--- config.mk ---
export PLATFORM = sky130hd
export DESIGN_NAME = bcd_seq_converter
export DESIGN_NICKNAME = d
export VERILOG_FILES = /design/src/rtl/bcd_seq_converter.sv
export SDC_FILE = /design/constraint.sdc
export NUM_CORES = 1
export LEC_CHECK = 0
export ABC_AREA = 1
export BUFFER_PORTS_ARGS = -buffer_cell sky130_fd_sc_hd__buf_2
export CORE_UTILIZATION = 55
export CTS_BUF_LIST = sky130_fd_sc_hd__clkbuf_16
export DETAILED_ROUTE_END_ITERATION = 6
export GPL_TIMING_DRIVEN = 0
export PLACE_DENSITY_LB_ADDON = 0.1
export SLEW_MARGIN = 20
export SYNTH_ARGS = -nofsm -noshare
export SYNTH_HDL_FRONTEND = slang
export SYNTH_SLANG_ARGS = --single-unit
--- constraint.sdc ---
create_clock -name clk -period 1.5 [get_ports clk]
set_input_delay 0.15 -clock clk [delete_from_list [all_inputs] [get_ports clk]]
set_output_delay 0.15 -clock clk [all_outputs]
set_load 0.005 [all_outputs]
--- src/rtl/bcd_seq_converter.sv ---
//==============================================================================
// Module      : bcd_seq_converter
// Description : Sequential shift-and-add-3 binary-to-BCD converter, one bit
//               per clock, with registered digit outputs and busy/done status.
// Revision    : 1.0 - initial release
//==============================================================================
`default_nettype none

module bcd_seq_converter #(
    parameter int IN_W = 16,
    parameter int NDIG = 8
) (
    input  logic                clk,
    input  logic                reset,
    input  logic [IN_W-1:0]     number,
    output logic [4*NDIG-1:0]   digits_flat,
    output logic [3:0]          num_digits,
    output logic                busy,
    output logic                done
);

    // Smallest digit count able to hold 2^w-1.
    function automatic int f_min_digits(input int w);
        longint unsigned v;
        int              d;
        v = (w >= 64) ? 64'hFFFF_FFFF_FFFF_FFFF : ((64'd1 << w) - 64'd1);
        d = 1;
        for (int i = 0; i < 20; i++) begin
            if (v >= 64'd10) begin
                v = v / 64'd10;
                d = d + 1;
            end
        end
        return d;
    endfunction

    localparam int c_cnt_w   = $clog2(IN_W + 1);
    localparam int c_min_dig = f_min_digits(IN_W);

    if ((NDIG > 15) || (NDIG < c_min_dig)) begin : g_param_check
        $error("bcd_seq_converter: NDIG=%0d invalid for IN_W=%0d", NDIG, IN_W);
    end

    typedef enum logic [1:0] {
        S_IDLE  = 2'd0,
        S_SHIFT = 2'd1,
        S_DONE  = 2'd2
    } state_t;

    state_t               r_state;
    state_t               w_state_nx;
    logic [IN_W-1:0]      r_last_num, w_last_num_nx;
    logic [IN_W-1:0]      r_sreg,     w_sreg_nx;
    logic [4*NDIG-1:0]    r_scratch,  w_scratch_nx;
    logic [c_cnt_w-1:0]   r_cnt,      w_cnt_nx;
    logic [4*NDIG-1:0]    r_digits,   w_digits_nx;
    logic [3:0]           r_ndig,     w_ndig_nx;
    logic                 r_busy,     w_busy_nx;
    logic                 r_done,     w_done_nx;
    logic [4*NDIG-1:0]    w_adj;
    logic [3:0]           w_ndig;

    // Each nibble is at most 9 before adjust, so +3 stays within the nibble.
    for (genvar k = 0; k < NDIG; k++) begin : g_adj
        assign w_adj[4*k +: 4] = (r_scratch[4*k +: 4] >= 4'd5) ?
                                 (r_scratch[4*k +: 4] + 4'd3) : r_scratch[4*k +: 4];
    end

    always_comb begin
        w_ndig = 4'd1;
        for (int k = 0; k < NDIG; k++) begin
            if (r_scratch[4*k +: 4] != 4'd0) begin
                w_ndig = 4'(k + 1);
            end
        end
    end

    always_comb begin
        w_state_nx    = r_state;
        w_last_num_nx = r_last_num;
        w_sreg_nx     = r_sreg;
        w_scratch_nx  = r_scratch;
        w_cnt_nx      = r_cnt;
        w_digits_nx   = r_digits;
        w_ndig_nx     = r_ndig;
        w_busy_nx     = r_busy;
        w_done_nx     = 1'b0;
        case (r_state)
            S_IDLE: begin
                w_busy_nx = 1'b0;
                if (number != r_last_num) begin
                    w_sreg_nx     = number;
                    w_last_num_nx = number;
                    w_scratch_nx  = '0;
                    w_cnt_nx      = c_cnt_w'(IN_W);
                    w_busy_nx     = 1'b1;
                    w_state_nx    = S_SHIFT;
                end
            end
            S_SHIFT: begin
                w_scratch_nx = {w_adj[4*NDIG-2:0], r_sreg[IN_W-1]};
                w_sreg_nx    = {r_sreg[IN_W-2:0], 1'b0};
                w_cnt_nx     = r_cnt - c_cnt_w'(1);
                if (r_cnt == c_cnt_w'(1)) begin
                    w_state_nx = S_DONE;
                end
            end
            S_DONE: begin
                w_digits_nx = r_scratch;
                w_ndig_nx   = w_ndig;
                w_done_nx   = 1'b1;
                w_busy_nx   = 1'b0;
                w_state_nx  = S_IDLE;
            end
            default: begin
                w_busy_nx  = 1'b0;
                w_state_nx = S_IDLE;
            end
        endcase
    end

    always_ff @(posedge clk or negedge reset) begin
        if (!reset) begin
            r_state    <= S_IDLE;
            r_last_num <= '0;
            r_sreg     <= '0;
            r_scratch  <= '0;
            r_cnt      <= '0;
            r_digits   <= '0;
            r_ndig     <= 4'd1;
            r_busy     <= 1'b0;
            r_done     <= 1'b0;
        end else begin
            r_state    <= w_state_nx;
            r_last_num <= w_last_num_nx;
            r_sreg     <= w_sreg_nx;
            r_scratch  <= w_scratch_nx;
            r_cnt      <= w_cnt_nx;
            r_digits   <= w_digits_nx;
            r_ndig     <= w_ndig_nx;
            r_busy     <= w_busy_nx;
            r_done     <= w_done_nx;
        end
    end

    assign digits_flat = r_digits;
    assign num_digits  = r_ndig;
    assign busy        = r_busy;
    assign done        = r_done;

endmodule

`default_nettype wire

==> results of run 1 <==
-- cell usage in the layout (no fill, tap or decap), types with 9 or more instances in the layout --
cell type	instances
nor2_1	17
nand3_2	9
nand3_1	52
buf_2	60
nand2_1	209
ha_1	17
inv_1	73
dfrtp_1	106
buf_4	11
a21oi_1	28
o21ai_0	95
clkbuf_16	10
-- state kept, by name, summed over array words and instances (netlist names) --
register     flops
r_cnt            5
digits_flat     32
r_state          2
r_sreg          16
r_last_num      16
num_digits       4
done             1
busy             1
r_scratch       32
-- metrics by stage --
stage / total power, mW / utilization [%] / hold slack, ps / setup WS [ps] / instance area [um2]
after global placement: 9.38 / 62.5 / 446 / -995 / 5860
after CTS: 12.5 / 67.9 / 96.3 / -103 / 6360
final: 13.1 / 70.3 / 96.7 / -136 / 6590
after floorplan: 8.18 / - / -146 / 135 / 5420
after global routing: 14.3 / 70.3 / 115 / -228 / 6590
after detailed placement: 9.66 / 62.9 / 52.7 / -304 / 5890
-- layer usage --
| layer | GRT usage (%) | part of all wire, % |
|---|---|---|
| met1 | 33.7 | 47 |
| met2 | 43.0 | 48 |
| met3 | 3.38 | 3.1 |
| met4 | 10.1 | 2.2 |
| met5 | 0 | 0 |
-- how the worst min path moves through the flow --
stage / start / end / slack (ps)
floorplan: reset / busy / -150
global placement: number[0] / r_sreg[0] / 450
detailed placement: reset / r_scratch[9] / 50
CTS: number[0] / r_sreg[0] / 100
global route: number[0] / r_sreg[0] / 120
finish: number[0] / r_sreg[0] / 100
-- cell families after synthesis --
| group | Yosys count | share of synthesized area, % |
|---|---|---|
| xor+xnor | 1 | 0.162 |
| compound gates | 139 | 13.3 |
| simple gates | 315 | 23.7 |
| flops | 109 | 50.3 |
| buf+inv | 107 | 8.40 |
| fa+ha+maj | 18 | 4.16 |
-- final cells by class --
type                    count  area share (%)
clock buffers               9            3.42
repair inverters            1          0.0759
inverters                  78            4.44
multi-input cells         473            36.7
well taps                 129            2.45
repair buffers             69            6.89
clock inverters             7            1.21
plain buffers              29            3.42
flip-flops and latches    109            41.4
-- what timing repair did --
action                                 in CTS  in global routing
gates resized for setup                    41                 50
pin swaps                                   3                  9
setup endpoints to repair                 106                104
buffers inserted                            2                  8
hold buffers                                1                  0
endpoints found under the hold margin      30                  0
cloned                                      1                  2
-- power breakdown --
group | total, mW | internal [mW] | leakage [nW] | switching (mW)
clock network | 2.43 | 1.32 | 0.148 | 1.11
logic | 6.32 | 2.37 | 2.01 | 3.96
registers | 4.36 | 3.73 | 1.35 | 0.630
total | 13.1 | 7.41 | 3.50 | 5.70
-- worst max-delay path: cells and delay by family, from the launching register on --
| kind | cells | cell delay, ps |
|---|---|---|
| DFF | 1 | 410 |
| and+or+nand+nor | 9 | 780 |
| buffers and inverters | 3 | 370 |
==> results.ini, run 1 <==
[status]
violations=setup timing
status=complete, but fails checks

[hold_path]
whs_path_depth=3
hp-class=in2reg

[setup_path]
crit_path_end_kind=flop
crit_type=reg2reg
r2r_start=r_last_num[3]
critPathMaxFanout=8
cp-start-kind=flop
crit_path_max_incr_delay_ps=410
crit_end=r_sreg[8]
crit_path_frequent_cell=nand2_1
cpMaxStageDelayCell=dfrtp_1
path_cells=inv_1 -> nand2_1 -> nand2_1 -> nor2_2 -> nand2_1 -> nor2_2 -> nand2_2 -> nand2_4 -> buf_12 -> clkbuf_16 -> nand3_1 -> nand2_1
worstPathArrival_ps=1920
crit_required_ps=1790
reg2reg_depth=12
crit_path_start=r_last_num[3]
reg2reg_slack_ps=-140
r2r_end=r_sreg[8]

[placement]
dp_cells=874
hpwlAfterDp_um=8550
gp_congestion=0.846
port_buffers=55

[floorplanning]
ios=56
core_area_mm2=0.00937
initial_core_util_pct=57.8
die_y_um=101
dieArea_mm2=0.0103
num_rows=35
die_x_um=101

[sta]
skew_ps=9.87
final_hold_viol_count=0
setup_tns_ps=-5540
maxSlewHeadroom_pct=62.9
fin_ws_ps=-136
maxSlewViolCount=0
fin_crit_ps=1640
finalSetupViolations=65
fmax_ghz=0.611
final.period_utilization_pct=109
rsz0062_at_grt=yes
tightest_slew_ps=556

[global_routing]
grt-ovfl-total=0
grt_pass1_wl_um=20600
grt_use_total_pct=25.6
grt_pass1_vias=4440
grt_max_degree=80
antenna_found_initial=0

[cts]
cts_buffers=9
cts_htree_levels=3
clock_latency_ps=350
cts-root-buf=clkbuf_16
cts_tree=yes
clock_path_buffers=2
clkSinkCount=109
clk_pin_slew_ps=80

[logic_synthesis]
syn-cell-area_mm2=0.00542
dominantRegCellSynth=dfrtp_1
ys_ff_latch=109
syn_avg_cell_area_um2=7.87
ys_seq_area_share_pct=50.3
synth_cell_types=26
synth_edf_count=0
yosysMostFrequentCell=nand2_1
yosysTopAreaCellShare_pct=49.9
synthArstFlopShare_pct=100
yosysWarningCount=0
netlist_instances=689
synthTopCellsByArea=dfrtp_1, nand2_1, o21ai_0, nand3_1, inv_1
synthTopCellsByCount=nand2_1, dfrtp_1, o21ai_0
synth_top_area_cell=dfrtp_1
synth_nets=725

[drt]
vias=4808
viasPerCell=5.32
dr.pass1.iters=4
postRouteAntennaNets=0
drc=0
drt-total-wl_um=12500
wl_per_cell_um=13.8
drt_iter0_markers=197

[power_and_ir_drop]
peakVddDrop_mv=1.02
p_leak_nw=3.50
p_per_area_mw_per_mm2=1990

[cells_and_area]
syn2layout_area_growth_pct=21.6
diodes=0
final_cells=904
multiInputGateArea_mm2=0.00242
drive_gt1_share_pct=20.3
regArea_mm2=0.00273
nFillCells=757
fin_nets=806

[flow_run]
cap_viol_max_count=0

No activity file was read; power rests on OpenSTA's default activity.
==> run 2: changes to the inputs <==
--- a/config.mk
+++ b/config.mk
@@ -7,7 +7,9 @@
 export LEC_CHECK = 0
 export ABC_AREA = 1
 export BUFFER_PORTS_ARGS = -buffer_cell sky130_fd_sc_hd__buf_2
-export CORE_UTILIZATION = 55
+export CELL_PAD_IN_SITES_DETAIL_PLACEMENT = 0
+export CELL_PAD_IN_SITES_GLOBAL_PLACEMENT = 1
+export CORE_UTILIZATION = 44
 export CTS_BUF_LIST = sky130_fd_sc_hd__clkbuf_16
 export DETAILED_ROUTE_END_ITERATION = 6
 export GPL_TIMING_DRIVEN = 0
==> results.ini, run 2 (synthesized netlist as in run 1, its figures left out) <==
[setup_path]
path_cells=nand2_1 -> clkbuf_1 -> a21oi_1 -> o21ai_0 -> nand2_1
crit_type=reg2reg
cpMaxStageDelayCell=clkbuf_1
crit_path_frequent_cell=nand2_1
reg2reg_slack_ps=-110
crit_path_start=r_state[0]
worstPathArrival_ps=1840
r2r_end=r_scratch[28]
crit_path_end_kind=flop
crit_required_ps=1730
r2r_start=r_state[0]
reg2reg_depth=5
cp-start-kind=flop
critPathMaxFanout=10
crit_path_max_incr_delay_ps=500

[drt]
vias=4701
drt_iter0_markers=299
drt-total-wl_um=12600
viasPerCell=5.14
postRouteAntennaNets=0
dr.pass1.iters=5
drc=0
wl_per_cell_um=13.8

[sta]
maxSlewViolCount=0
final_hold_viol_count=0
rsz0062_at_grt=yes
fmax_ghz=0.620
skew_ps=6.85
tightest_slew_ps=589
fin_ws_ps=-114
setup_tns_ps=-3550
maxSlewHeadroom_pct=60.8
fin_crit_ps=1610
finalSetupViolations=87
final.period_utilization_pct=108

[global_routing]
grt-ovfl-total=0
grt_max_degree=60
grt_use_total_pct=21.4
antenna_found_initial=0
grt_pass1_vias=4443
grt_pass1_wl_um=21300

[cells_and_area]
drive_gt1_share_pct=17.3
fin_nets=799
multiInputGateArea_mm2=0.00235
layout_common_cells=nand2_1, dfrtp_1, o21ai_0, inv_1, buf_2
diodes=0
regArea_mm2=0.00273
final_cells=915
syn2layout_area_growth_pct=19.2
layout_commonest_cell=nand2_1
nFillCells=1174

[cts]
clock_path_buffers=2
cts_buffers=9
cts_htree_levels=3
cts_tree=yes
clkSinkCount=109
clk_pin_slew_ps=60
clock_latency_ps=350
cts-root-buf=clkbuf_16

[placement]
dp_slack_ps=-361
hpwlAfterDp_um=8820
port_buffers=55
dp_cells=892
gp_congestion=0.815

[hold_path]
holdPathEnd=r_sreg[0]
hp-class=in2reg
hold_start=number[0]
whs_path_depth=3

[floorplanning]
initial_core_util_pct=45.1
num_rows=40
dieArea_mm2=0.0128
ios=56
die_x_um=113
die_y_um=113
core_area_mm2=0.0120

[power_and_ir_drop]
p_per_area_mw_per_mm2=1960
peakVddDrop_mv=1.08
p_leak_nw=3.44

[status]
violations=setup timing
status=complete, but fails checks

[flow_run]
cap_viol_max_count=0

==> run 2: cell types whose count changed in the layout (fill, tap and decap cells not counted), sizes merged <==
cell	change
inv	-2
clkinv	+2
clkinvlp	-2
clkbuf	+1
buf	-7
bufinv	+1
==> run 2: final cells by class <==
class                      instances  share of cell area, %
timing repair buffer              63                   5.96
sequential                       109                   42.3
clock inverter                     7                   1.26
multi-input combinational        473                   36.3
buffer                            29                   3.29
clock buffer                       9                   3.49
inverter                          78                   4.53
tap                              147                   2.85
==> run 2: how the worst max path moves through the flow <==
stage | endpoint | slack (ps)
after global routing | r_sreg[12] | -250
after floorplan | r_sreg[10] | 130
after CTS | r_scratch[12] | -130
after global placement | r_scratch[29] | -1060
after detailed placement | r_last_num[9] | -360
final | r_scratch[28] | -110
==> run 2: where the power goes <==
part           switching [mW]  total, mW  internal, mW
clock                    1.05       2.50          1.44
sequential              0.624       4.35          3.73
combinational            3.74       5.84          2.10
==> run 2: critical path, delay by kind of cell, from the launching register on <==
family	cells	cell delay, ps
buffers and inverters	1	500
DFF	1	400
and+or+nand+nor	2	360
AOI/OAI and AO/OA	2	230
==> run 2: through the flow <==
stage	hold slack, ps	area (um2)	total power [mW]	util, %
2_1_floorplan	-146	5420	8.18	-
3_3_place_gp	445	5880	9.54	48.9
3_5_place_dp	134	5910	9.71	49.2
4_1_cts	82.0	6310	12.4	52.5
5_1_grt	107	6460	13.9	53.8
6_report	90.5	6460	12.7	53.8
==> run 2: per-layer routing <==
| layer | track usage [%] | wire length [um] | vias to the layer above |
|---|---|---|---|
| li1 | - | - | 2368 |
| met1 | 27.5 | 5820 | 2234 |
| met2 | 36.5 | 6150 | 89 |
| met3 | 5.14 | 478 | 10 |
| met4 | 5.44 | 132 | 0 |
| met5 | 0 | 0 | - |
==> run 2: timing repair <==
item,CTS,global route
hold buffers,1,0
gates resized for setup,25,35
pin swaps,3,10
gates cloned,0,1
endpoints found under the hold margin,49,0
endpoints found under the setup margin,106,105
buffers inserted,3,2
==> run 3: changes to the inputs <==
--- a/config.mk
+++ b/config.mk
@@ -9,9 +9,10 @@
 export BUFFER_PORTS_ARGS = -buffer_cell sky130_fd_sc_hd__buf_2
 export CELL_PAD_IN_SITES_DETAIL_PLACEMENT = 0
 export CELL_PAD_IN_SITES_GLOBAL_PLACEMENT = 1
-export CORE_UTILIZATION = 44
+export CORE_UTILIZATION = 25
 export CTS_BUF_LIST = sky130_fd_sc_hd__clkbuf_16
 export DETAILED_ROUTE_END_ITERATION = 6
+export GPL_ROUTABILITY_DRIVEN = 0
 export GPL_TIMING_DRIVEN = 0
 export PLACE_DENSITY_LB_ADDON = 0.1
 export SLEW_MARGIN = 20
==> results.ini, run 3 (synthesized netlist as in run 1, its figures left out) <==
[cells_and_area]
fin_nets=809
design_area_mm2=0.00686
utilization_pct=32.4
multiInputGateArea_mm2=0.00244
final_cells=1053
syn2layout_area_growth_pct=26.5
regArea_mm2=0.00273
nFillCells=2246
diodes=0
layout_commonest_cell=nand2_1
layout_common_cells=nand2_1, dfrtp_1, o21ai_0, inv_1, buf_2
drive_gt1_share_pct=21.5

[power_and_ir_drop]
p_per_area_mw_per_mm2=1970
peakVddDrop_mv=0.635
p_leak_nw=3.55

[sta]
final.period_utilization_pct=107
fin_crit_ps=1600
maxSlewHeadroom_pct=58.6
rsz0062_at_grt=yes
finalSetupViolations=89
skew_ps=11.0
maxSlewViolCount=0
fin_ws_ps=-100
fmax_ghz=0.625
tightest_slew_ps=621
final_hold_viol_count=0

[floorplanning]
dieArea_mm2=0.0223
die_x_um=149
num_rows=53
ios=56
core_area_mm2=0.0212
die_y_um=149
initial_core_util_pct=25.6

[flow_run]
cap_viol_max_count=0

[drt]
drt-total-wl_um=14900
dr.pass1.iters=4
drt_iter0_markers=192
vias=4700
wl_per_cell_um=14.1
drc=0
viasPerCell=4.46
postRouteAntennaNets=0

[cts]
clock_latency_ps=350
clock_path_buffers=2
clk_pin_slew_ps=80
cts-root-buf=clkbuf_16
cts_tree=yes
cts_buffers=9
clkSinkCount=109
cts_htree_levels=3

[global_routing]
grt_pass1_vias=4573
globalRouteMet2Util_pct=23.1
top_usage_layer=met2
grt-ovfl-total=0
met3_usage_pct=3.06
use_met1_pct=19.3
grt_max_degree=74
antenna_found_initial=0
grt_use_total_pct=14.3
grt_pass1_wl_um=24400

[setup_path]
cp-start-kind=flop
worstPathArrival_ps=1890
critPathMaxFanout=9
crit_required_ps=1790
reg2reg_depth=11
crit_path_end_kind=flop
crit_type=reg2reg

[placement]
dp_cells=1020
dpl_cell_area_mm2=0.00607
hpwlAfterDp_um=10100
port_buffers=55

[status]
status=complete, but fails checks
violations=setup timing

[hold_path]
hp-class=in2reg
whs_path_depth=3

[run 3: cell type report]
cell class / instances / area share (%)
sequential: 109 / 39.8
multi-input combinational: 473 / 35.6
timing repair buffer: 73 / 7.22
tap: 275 / 5.02
inverter: 78 / 4.31
buffer: 29 / 3.92
clock buffer: 9 / 3.28
clock inverter: 7 / 0.839
[run 3: per-layer routing]
metal,share of wire (%),up-vias,routed length (um)
met5,0,-,0
met4,1.1,0,169
met3,3.5,8,522
met2,47,69,6950
met1,49,2231,7240
li1,-,2392,-
[run 3: timing repair]
action	in CTS	in global routing
setup buffers	6	7
gates resized for setup	70	47
cloned	2	1
hold buffers	1	0
endpoints found under the hold margin	36	0
pin swaps	16	8
endpoints found under the setup margin	106	107
[run 3: metrics by stage]
stage / hold slack (ps) / total power [mW] / setup slack, ps / TNS [ps]
after floorplan: -146 / 8.18 / 135 / 0
after global routing: 98.8 / 14.9 / -242 / -18970
after CTS: 79.7 / 13.3 / -122 / -8100
after global placement: 460 / 9.86 / -1280 / -171020
final: 90.4 / 13.5 / -100 / -4370
after detailed placement: 94.4 / 9.95 / -540 / -34080
[run 3: worst max-delay path, stage by stage (launching register included)]
cell       delay (ps)
dfrtp_1           400
nand2_1            70
nand2_1            80
nor2_4            140
nand2_1            80
nor2_2            120
nand2_4            70
nand2_4            90
buf_12            170
clkbuf_16         160
nand3_1            60
nand2_1            90
[run 3: path summary, 6_finish.rpt]
path | from | to | slack, ps
max | r_last_num[10] | r_sreg[12] | -100
min | number[0] | r_sreg[0] | 90
max reg2reg | r_last_num[10] | r_sreg[12] | -100
min reg2reg | r_sreg[15] | r_scratch[0] | 480
max in group asynchronous | reset | num_digits[0] | 500
min in group asynchronous | reset | digits_flat[8] | 270
[run 3: report_power, final]
part	leakage (nW)	total (mW)	switching (mW)	internal (mW)
sequential	1.35	4.36	0.632	3.73
clock	0.139	2.41	1.14	1.27
combinational	2.06	6.76	4.13	2.63
